===== config.mk =====
export PLATFORM = sky130hd
export DESIGN_NAME = instr_fetch_unit_flat
export DESIGN_NICKNAME = d
export VERILOG_FILES = /design/src/rtl/instr_fetch_unit_if.sv /design/src/rtl/instr_fetch_unit.sv /design/src/flat_wrapper.sv
export SDC_FILE = /design/constraint.sdc
export NUM_CORES = 1
export LEC_CHECK = 0
export ABC_CLOCK_PERIOD_IN_PS = 9650
export BUFFER_PORTS_ARGS = -buffer_cell sky130_fd_sc_hd__buf_2
export CORE_MARGIN = 2
export CORE_UTILIZATION = 40
export DETAILED_ROUTE_END_ITERATION = 10
export GPL_TIMING_DRIVEN = 0
export PLACE_DENSITY_LB_ADDON = 0.12
export SYNTH_ARGS = -nofsm -noshare
export SYNTH_HDL_FRONTEND = slang
export SYNTH_SLANG_ARGS = --single-unit
export TNS_END_PERCENT = 5

===== constraint.sdc =====
create_clock -name clk -period 9.65 [get_ports clk]
set_input_delay 1.93 -clock clk [delete_from_list [all_inputs] [get_ports clk]]
set_output_delay 1.93 -clock clk [all_outputs]
set_load 0.01 [all_outputs]

===== src/rtl/instr_fetch_unit_if.sv =====
// Unified-memory req/ack bus between the fetch unit (master) and memory (slave).
// Request fields are held stable by the master until mem_ack is sampled high.
interface instr_fetch_unit_if #(
    parameter int XLEN = 32
);
    logic            mem_req;
    logic            mem_we;
    logic [XLEN-1:0] mem_addr;
    logic [XLEN-1:0] mem_wdata;
    logic [XLEN-1:0] mem_rdata;
    logic            mem_ack;

    modport master (
        output mem_req, mem_we, mem_addr, mem_wdata,
        input  mem_rdata, mem_ack
    );

    modport slave (
        input  mem_req, mem_we, mem_addr, mem_wdata,
        output mem_rdata, mem_ack
    );
endinterface


===== src/rtl/instr_fetch_unit.sv =====
// instr_fetch_unit: owns PC/OldPC/IR/MDR, issues one req/ack memory transaction per strobe; busy stalls the FSM until ack.
// Request on the edge after a strobe, results on the ack edge; optional alignment trap with MISALIGN_TRAP_EN.
module instr_fetch_unit #(
    parameter int               XLEN     = 32,
    parameter logic [XLEN-1:0]  RESET_PC = '0
) (
    input  logic                clk,
    input  logic                rst,
    input  logic                ir_write,
    input  logic                pc_update,
    input  logic                branch,
    input  logic                zero,
    input  logic                data_read,
    input  logic                mem_write,
    input  logic [XLEN-1:0]     pc_next,
    input  logic [XLEN-1:0]     alu_out,
    input  logic [XLEN-1:0]     store_data,
    instr_fetch_unit_if.master  mem,
    output logic [XLEN-1:0]     pc,
    output logic [XLEN-1:0]     old_pc,
    output logic [31:0]         instr,
    output logic [6:0]          opcode,
    output logic [XLEN-1:0]     data_reg,
`ifdef MISALIGN_TRAP_EN
    output logic                misaligned,
`endif
    output logic                busy
);

    typedef enum logic [1:0] {IDLE, FETCH_WAIT, LOAD_WAIT, STORE_WAIT} state_t;

    state_t          state_q, state_d;
    logic [XLEN-1:0] pc_q, pc_d, old_pc_q, old_pc_d;
    logic [31:0]     instr_q, instr_d;
    logic [XLEN-1:0] data_q, data_d;
    logic            req_q, req_d, we_q, we_d;
    logic [XLEN-1:0] addr_q, addr_d, wdata_q, wdata_d;
    logic [XLEN-1:0] pend_pc_q, pend_pc_d;
    logic            pend_vld_q, pend_vld_d;

`ifdef MISALIGN_TRAP_EN
    logic mis_q, mis_d;
    logic fetch_mis, data_mis;
    assign fetch_mis = (pc_q[1:0] != 2'b00);
    assign data_mis  = (alu_out[1:0] != 2'b00);
`endif

    always_comb begin
        state_d    = state_q;
        pc_d       = pc_q;
        old_pc_d   = old_pc_q;
        instr_d    = instr_q;
        data_d     = data_q;
        req_d      = req_q;
        we_d       = we_q;
        addr_d     = addr_q;
        wdata_d    = wdata_q;
        pend_pc_d  = pend_pc_q;
        pend_vld_d = pend_vld_q;
`ifdef MISALIGN_TRAP_EN
        mis_d      = mis_q;
`endif
        case (state_q)
            IDLE: begin
                if (ir_write) begin
`ifdef MISALIGN_TRAP_EN
                    if (fetch_mis) begin
                        mis_d = 1'b1;
                    end else
`endif
                    begin
                        state_d    = FETCH_WAIT;
                        req_d      = 1'b1;
                        we_d       = 1'b0;
                        addr_d     = pc_q;
                        old_pc_d   = pc_q;
                        pend_vld_d = pc_update;
                        if (pc_update) pend_pc_d = pc_next;
                    end
                end else begin
                    if (data_read || mem_write) begin
`ifdef MISALIGN_TRAP_EN
                        if (data_mis) begin
                            mis_d = 1'b1;
                        end else
`endif
                        begin
                            state_d = data_read ? LOAD_WAIT : STORE_WAIT;
                            req_d   = 1'b1;
                            we_d    = ~data_read;
                            addr_d  = alu_out;
                            if (!data_read) wdata_d = store_data;
                        end
                    end
                    // PC commits immediately only when no fetch is being launched
                    if (pc_update || (branch && zero)) pc_d = pc_next;
                end
            end
            FETCH_WAIT, LOAD_WAIT, STORE_WAIT: begin
                if (mem.mem_ack) begin
                    if (state_q == FETCH_WAIT) begin
                        instr_d = mem.mem_rdata;
                        if (pend_vld_q) pc_d = pend_pc_q;
                        pend_vld_d = 1'b0;
                    end
                    if (state_q == LOAD_WAIT) data_d = mem.mem_rdata;
                    req_d   = 1'b0;
                    we_d    = 1'b0;
                    state_d = IDLE;
                end
            end
            default: state_d = IDLE;
        endcase
    end

    always_ff @(posedge clk or posedge rst) begin
        if (rst) begin
            state_q    <= IDLE;
            pc_q       <= RESET_PC;
            old_pc_q   <= '0;
            instr_q    <= '0;
            data_q     <= '0;
            req_q      <= 1'b0;
            we_q       <= 1'b0;
            addr_q     <= '0;
            wdata_q    <= '0;
            pend_pc_q  <= '0;
            pend_vld_q <= 1'b0;
`ifdef MISALIGN_TRAP_EN
            mis_q      <= 1'b0;
`endif
        end else begin
            state_q    <= state_d;
            pc_q       <= pc_d;
            old_pc_q   <= old_pc_d;
            instr_q    <= instr_d;
            data_q     <= data_d;
            req_q      <= req_d;
            we_q       <= we_d;
            addr_q     <= addr_d;
            wdata_q    <= wdata_d;
            pend_pc_q  <= pend_pc_d;
            pend_vld_q <= pend_vld_d;
`ifdef MISALIGN_TRAP_EN
            mis_q      <= mis_d;
`endif
        end
    end

    assign mem.mem_req   = req_q;
    assign mem.mem_we    = we_q;
    assign mem.mem_addr  = addr_q;
    assign mem.mem_wdata = wdata_q;
    assign pc            = pc_q;
    assign old_pc        = old_pc_q;
    assign instr         = instr_q;
    assign opcode        = instr_q[6:0];
    assign data_reg      = data_q;
    assign busy          = (state_q != IDLE);
`ifdef MISALIGN_TRAP_EN
    assign misaligned    = mis_q;
`endif

endmodule


===== src/flat_wrapper.sv =====
// flat-port wrapper written by rule: the top's interface ports become plain ports
module instr_fetch_unit_flat 
#(
    parameter int               XLEN     = 32,
    parameter logic [XLEN-1:0]  RESET_PC = '0
)
  (clk, rst, ir_write, pc_update, branch, zero, data_read, mem_write, pc_next, alu_out, store_data, pc, old_pc, instr, opcode, data_reg, busy, mem_mem_req, mem_mem_we, mem_mem_addr, mem_mem_wdata, mem_mem_rdata, mem_mem_ack);
  instr_fetch_unit_if #(.XLEN(XLEN)) mem_i ();
  input  logic clk;
  input  logic rst;
  input  logic ir_write;
  input  logic pc_update;
  input  logic branch;
  input  logic zero;
  input  logic data_read;
  input  logic mem_write;
  input  logic [XLEN-1:0] pc_next;
  input  logic [XLEN-1:0] alu_out;
  input  logic [XLEN-1:0] store_data;
  output logic [XLEN-1:0] pc;
  output logic [XLEN-1:0] old_pc;
  output logic [31:0] instr;
  output logic [6:0] opcode;
  output logic [XLEN-1:0] data_reg;
  output logic busy;
  output wire logic [$bits(mem_i.mem_req)-1:0] mem_mem_req;
  output wire logic [$bits(mem_i.mem_we)-1:0] mem_mem_we;
  output wire logic [$bits(mem_i.mem_addr)-1:0] mem_mem_addr;
  output wire logic [$bits(mem_i.mem_wdata)-1:0] mem_mem_wdata;
  input wire logic [$bits(mem_i.mem_rdata)-1:0] mem_mem_rdata;
  input wire logic [$bits(mem_i.mem_ack)-1:0] mem_mem_ack;
  assign mem_mem_req = mem_i.mem_req;
  assign mem_mem_we = mem_i.mem_we;
  assign mem_mem_addr = mem_i.mem_addr;
  assign mem_mem_wdata = mem_i.mem_wdata;
  assign mem_i.mem_rdata = mem_mem_rdata;
  assign mem_i.mem_ack = mem_mem_ack;
  instr_fetch_unit #(.XLEN(XLEN), .RESET_PC(RESET_PC)) u_core (.clk(clk), .rst(rst), .ir_write(ir_write), .pc_update(pc_update), .branch(branch), .zero(zero), .data_read(data_read), .mem_write(mem_write), .pc_next(pc_next), .alu_out(alu_out), .store_data(store_data), .mem(mem_i), .pc(pc), .old_pc(old_pc), .instr(instr), .opcode(opcode), .data_reg(data_reg), .busy(busy));
endmodule

## Yosys cells after proc, flatten, opt, wreduce, memory -nomap -nowiden

Cells that the tools add are included.

| storage, ports and cells | value |
|---|---|
| logic and storage cells | 63 |
| flip-flop bits (word level) | 229 |
| output and inout port bits | 202 |
| bits of input ports | 137 |

| operators by class | value |
|---|---|
| mux-type cells | 24 |
| bitwise logic cells | 2 |
| eq/ne operators | 10 |
| reduce and logical (&&, ||, !) cells | 16 |

Operator list:

| cell | count |
|---|---|
| 32-bit 2-to-1 mux | 7 |
| 32-bit case mux with 2 select lines | 1 |
| 3-bit AND reduction | 4 |
| 1-bit 2-to-1 mux | 9 |
| 2-bit 2-to-1 mux | 3 |
| 2-bit by 1-bit != test with 1-bit output, second input constant | 3 |
| 2-bit != test, second input constant | 3 |
| 1-bit case mux with 2 select lines | 3 |
| 2-bit AND reduction | 3 |
| 5-bit AND reduction | 1 |
| 2-bit == test, second input constant | 2 |
| 2-bit case mux with 2 select lines | 1 |
| 4-bit AND reduction | 1 |
| 2-bit nonzero test | 2 |
| 3-bit by 2-bit != test with 1-bit output, second input constant | 1 |
| 3-bit OR reduction | 1 |
| 2-bit by 1-bit == test with 1-bit output, second input constant | 1 |
| 2-bit zero test | 1 |
| 1-bit logical OR | 2 |
| 1-bit inverter | 2 |
| 1-bit logical AND | 1 |

## Depth between registers and ports, before layout

| logic depth | value |
|---|---|
| depth in word-level cells | 5 |
| depth in mapped cells | 7 |
| gate-level depth less buffers | 4 |

## Least setup slack after synthesis

Ideal clock, no wire load.

| timing | value |
|---|---|
| kind | input to register |
| from | input port ir_write |
| to | register u_core.addr_q[1], in the netlist u_core.mem.mem_addr[1] |
| buffers on the path | 2 |
| stages | 4 |
| data arrival time | 3076 ps |
| library setup time | 128 ps |
| slack | 6447 ps |
| required time | 9522 ps |
| cell sequence | buf_2 > clkbuf_1 > mux2_2 > mux2_1 |

| on the way | value |
|---|---|
| cells in the longest elaborated chain, start to end | 2 |
| elaborated cells between the ends (all ways) | 3 |
| classes of those cells | mux (1); reduce/logical (2) |

RTL lines:

| item | line | text |
|---|---|---|
| from (decl) | flat_wrapper.sv:11 | `input logic ir_write;` |
| 2-bit nonzero test (no line) | -- |  |
| 2-bit AND reduction (no line) | -- |  |
| to (signal assigned) | instr_fetch_unit.sv:140 | `addr_q <= addr_d;` |
| to (decl) | instr_fetch_unit.sv:37 | `logic [XLEN-1:0] addr_q, addr_d, wdata_q, wdata_d;` |

Parallel ways exist; a longest one is shown, timed or not.
A chain may end at the register's enable or synchronous reset.

## Worst setup path after layout

| timing | value |
|---|---|
| from | register u_core.state_q[1] |
| to | output port busy |

| on the way | value |
|---|---|
| cells in the longest elaborated chain, start to end | 1 |

RTL lines:

| item | line | text |
|---|---|---|
| from (decl) | instr_fetch_unit.sv:32 | `state_t state_q, state_d;` |
| from (signal assigned) | instr_fetch_unit.sv:133 | `state_q <= state_d;` |
| 2-bit nonzero test | instr_fetch_unit.sv:159 | `assign busy = (state_q != IDLE);` |
| to (decl) | flat_wrapper.sv:25 | `output logic busy;` |

Every way passes these cells.

==> flow_metrics.tcl <==
set metrics [dict create \
    grt_setup_unrepaired "false" \
    crit_path_max_incr_delay_ps 580 \
    p_per_area_mw_per_mm2 358 \
    p_leak_nw 6.03 \
    io_buffers 338 \
    tritoncts "done" \
    synth_cell_types 28 \
    critPathLaunch "u_core.state_q[1]" \
    synth_area_leaders "dfrtp_1 60%, mux2_2 31%, mux2_4 3.2%, buf_4 0.95%, buf_2 0.84%" \
    finalCritPeriodShare_pct 38.0 \
    drive_gt1_share_pct 73.0 \
    antenna_left 0 \
    yosysWarnings 0 \
    worstPathRequired_ps 7720 \
    syn_nets 718 \
    seqPwrFrac_pct 38.7 \
    placementRows 56 \
    ctsResizeCount 0 \
    rr_worst_depth 6 \
    holdBufCountCts 0 \
    internal_power_mw 3.02 \
    num_vias 5994 \
    ys.flop_type "dfrtp_1" \
    crit_type "reg2out" \
    hold_viol 0 \
    worstMarginPinSlew_ps 804 \
    skew_ps 8.33 \
    crit_path_start_kind "flop" \
    area_growth_pct 31.4 \
    dieArea_mm2 0.0249 \
    grt_usage_pct 17.4 \
    combPwrFrac_pct 40.1 \
    vdd_ir_drop_max_mv 0.163 \
    worstPathCellList "nor2_8 > inv_2 > buf_2 > buf_2" \
    root_buffer "clkbuf_16" \
    overflow 0 \
    clock_power_share_pct 21.2 \
    io_pins 339 \
    routed_wl_um 22400 \
    critPathCaptureType "output pin" \
    power_switching_mw 1.43 \
    antenna_found_initial 4 \
    layout.nets 1086 \
    ys_seq_area_share_pct 60.5 \
    die-width_um 158 \
    timing.final.ws_setup_ps 5980 \
    final_max_slew_viol_count 0 \
    hold_path_class "reg2reg" \
    numCtsBuffers 27 \
    yosysMostFrequentCell "mux2_2" \
    reg2reg_from "u_core.state_q[1]" \
    grt_pass1_wl_um 34000 \
    cp_num_cells 4 \
    pre_cts_ws_ps 5870 \
    route.detailed.drc 0 \
    slowest_stage "dfrtp_1" \
    synth_top_area_share_pct 60.5 \
    synth_area_mm2 0.00948 \
    outcome "finished, final reports clean" \
    gp_congestion 0.724 \
    grt_max_degree 118 \
    wl_per_cell_um 17.4 \
    cp_max_fo 10 \
    critPathCapture "busy" \
    ys_seq_elements 229 \
    clock_latency_ps 510 \
    r2r_slack_ps 7630 \
    grt_pass1_vias 6176 \
    slew_headroom_pct 46.4 \
    post-synth-top-area-cell "dfrtp_1" \
    place_inst 1239 \
    crit_family "flip-flops" \
    finalSetupViolCount 0 \
    synth.avg_cell_area_um2 16.3 \
    fp.dieH_um 158 \
    fin_cells 1290 \
    via_per_inst 4.65 \
    cp_num_buf_inv 3 \
    dr.pass1.iters 4 \
    clk_pin_slew_ps 60 \
    period_needed_ps 3670 \
    clk_path_buf_depth 3 \
    htree_levels 1 \
    max_freq_mhz 272 \
    hpwl_um 16100 \
    synthTopCellsByCount "264 x mux2_2, 229 x dfrtp_1, 20 x mux2_4" \
    hp-start "u_core.mem.mem_req" \
    p_sw_share_pct 32.1 \
    regToRegEndpoint "u_core.mem.mem_addr[28]" \
    drt_iter0_markers 239 \
    cts_setup_buffers 0 \
    clkSinkCount 229 \
    synth_edf_count 0 \
    cp_data_arrival_time_ps 1740 \
    crit_top_cell "buf_2" \
    syn_inst 581 \
    maxCapViolations 0 \
    synthArstFlopShare_pct 100 \
    holdWs_ps 472 \
    start_util_pct 40.6 \
    core_mm2 0.0233 \
]
routing by layer:
layer  vias to the layer above  global-route usage, %  part of all wire [%]
li1                       2819                      -                     -
met3                        23                   5.04                   7.8
met1                      2958                   23.4                    43
met2                       190                   28.3                    48
met5                         -                      0                 0.094
met4                         4                   3.56                   1.3
metrics by stage:
stage | power [mW] | TNS, ps | util (%) | cell area (µm²)
global placement | 3.52 | -343880 | 49.6 | 11600
detailed placement | 3.56 | 0 | 49.7 | 11600
finish | 4.45 | 0 | 53.4 | 12500
CTS | 4.53 | 0 | 53.4 | 12400
global route | 4.76 | 0 | 53.4 | 12500
floorplan | 2.86 | 0 | - | 9480
power by group through the flow:
stage	sequential [mW]	combinational, mW	clock [mW]
after floorplan	1.91	0.948	0
after global placement	1.73	1.80	0
after detailed placement	1.74	1.82	0
after CTS	1.73	1.83	0.977
after global routing	1.79	1.94	1.02
final	1.72	1.79	0.946
worst register-to-register path: stages (launching register included):
cell and delay (ps):
dfrtp_1 510, nor2_8 240, inv_2 70, buf_6 150
nor2_4 270, buf_4 300, mux2_2 370
cell families after synthesis:
logic type / after synthesis / share of synthesized area [%]
buffers and inverters: 41 / 2.79
muxes: 288 / 35.0
and+or+nand+nor: 14 / 0.977
AOI/OAI and AO/OA: 9 / 0.766
DFF: 229 / 60.5
worst min path at each step:
| stage | end | slack, ps | depth (start not counted) |
|---|---|---|---|
| 6_report | u_core.mem.mem_req | 470 | 1 |
| 5_1_grt | u_core.mem.mem_addr[2] | 500 | 1 |
| 4_1_cts | u_core.mem.mem_req | 480 | 1 |
| 3_5_place_dp | u_core.mem.mem_req | 460 | 1 |
| 3_3_place_gp | u_core.mem.mem_req | 460 | 1 |
| 2_1_floorplan | u_core.pend_pc_q[0] | 470 | 1 |
cell type report:
class	count	area, µm²
fill	2077	10900
inverter	4	22.5
tap	319	399
buffer	37	249
sequential	229	5730
multi-input combinational	311	3480
antenna	4	10.0
clock buffer	39	801
clock inverter	8	43.8
timing repair buffer	339	1720
cell usage in the layout, fill, tap and decap left out, drive strengths merged, types with 2 or more instances in the layout:
cell	count
buf	373
mux2	288
dfrtp	229
clkbuf	42
clkinv	8
diode	4
nor2	4
inv	4
nand3	3
nand2	2
o21ai	2
a211oi	2
(Power assumes the default switching activity.)
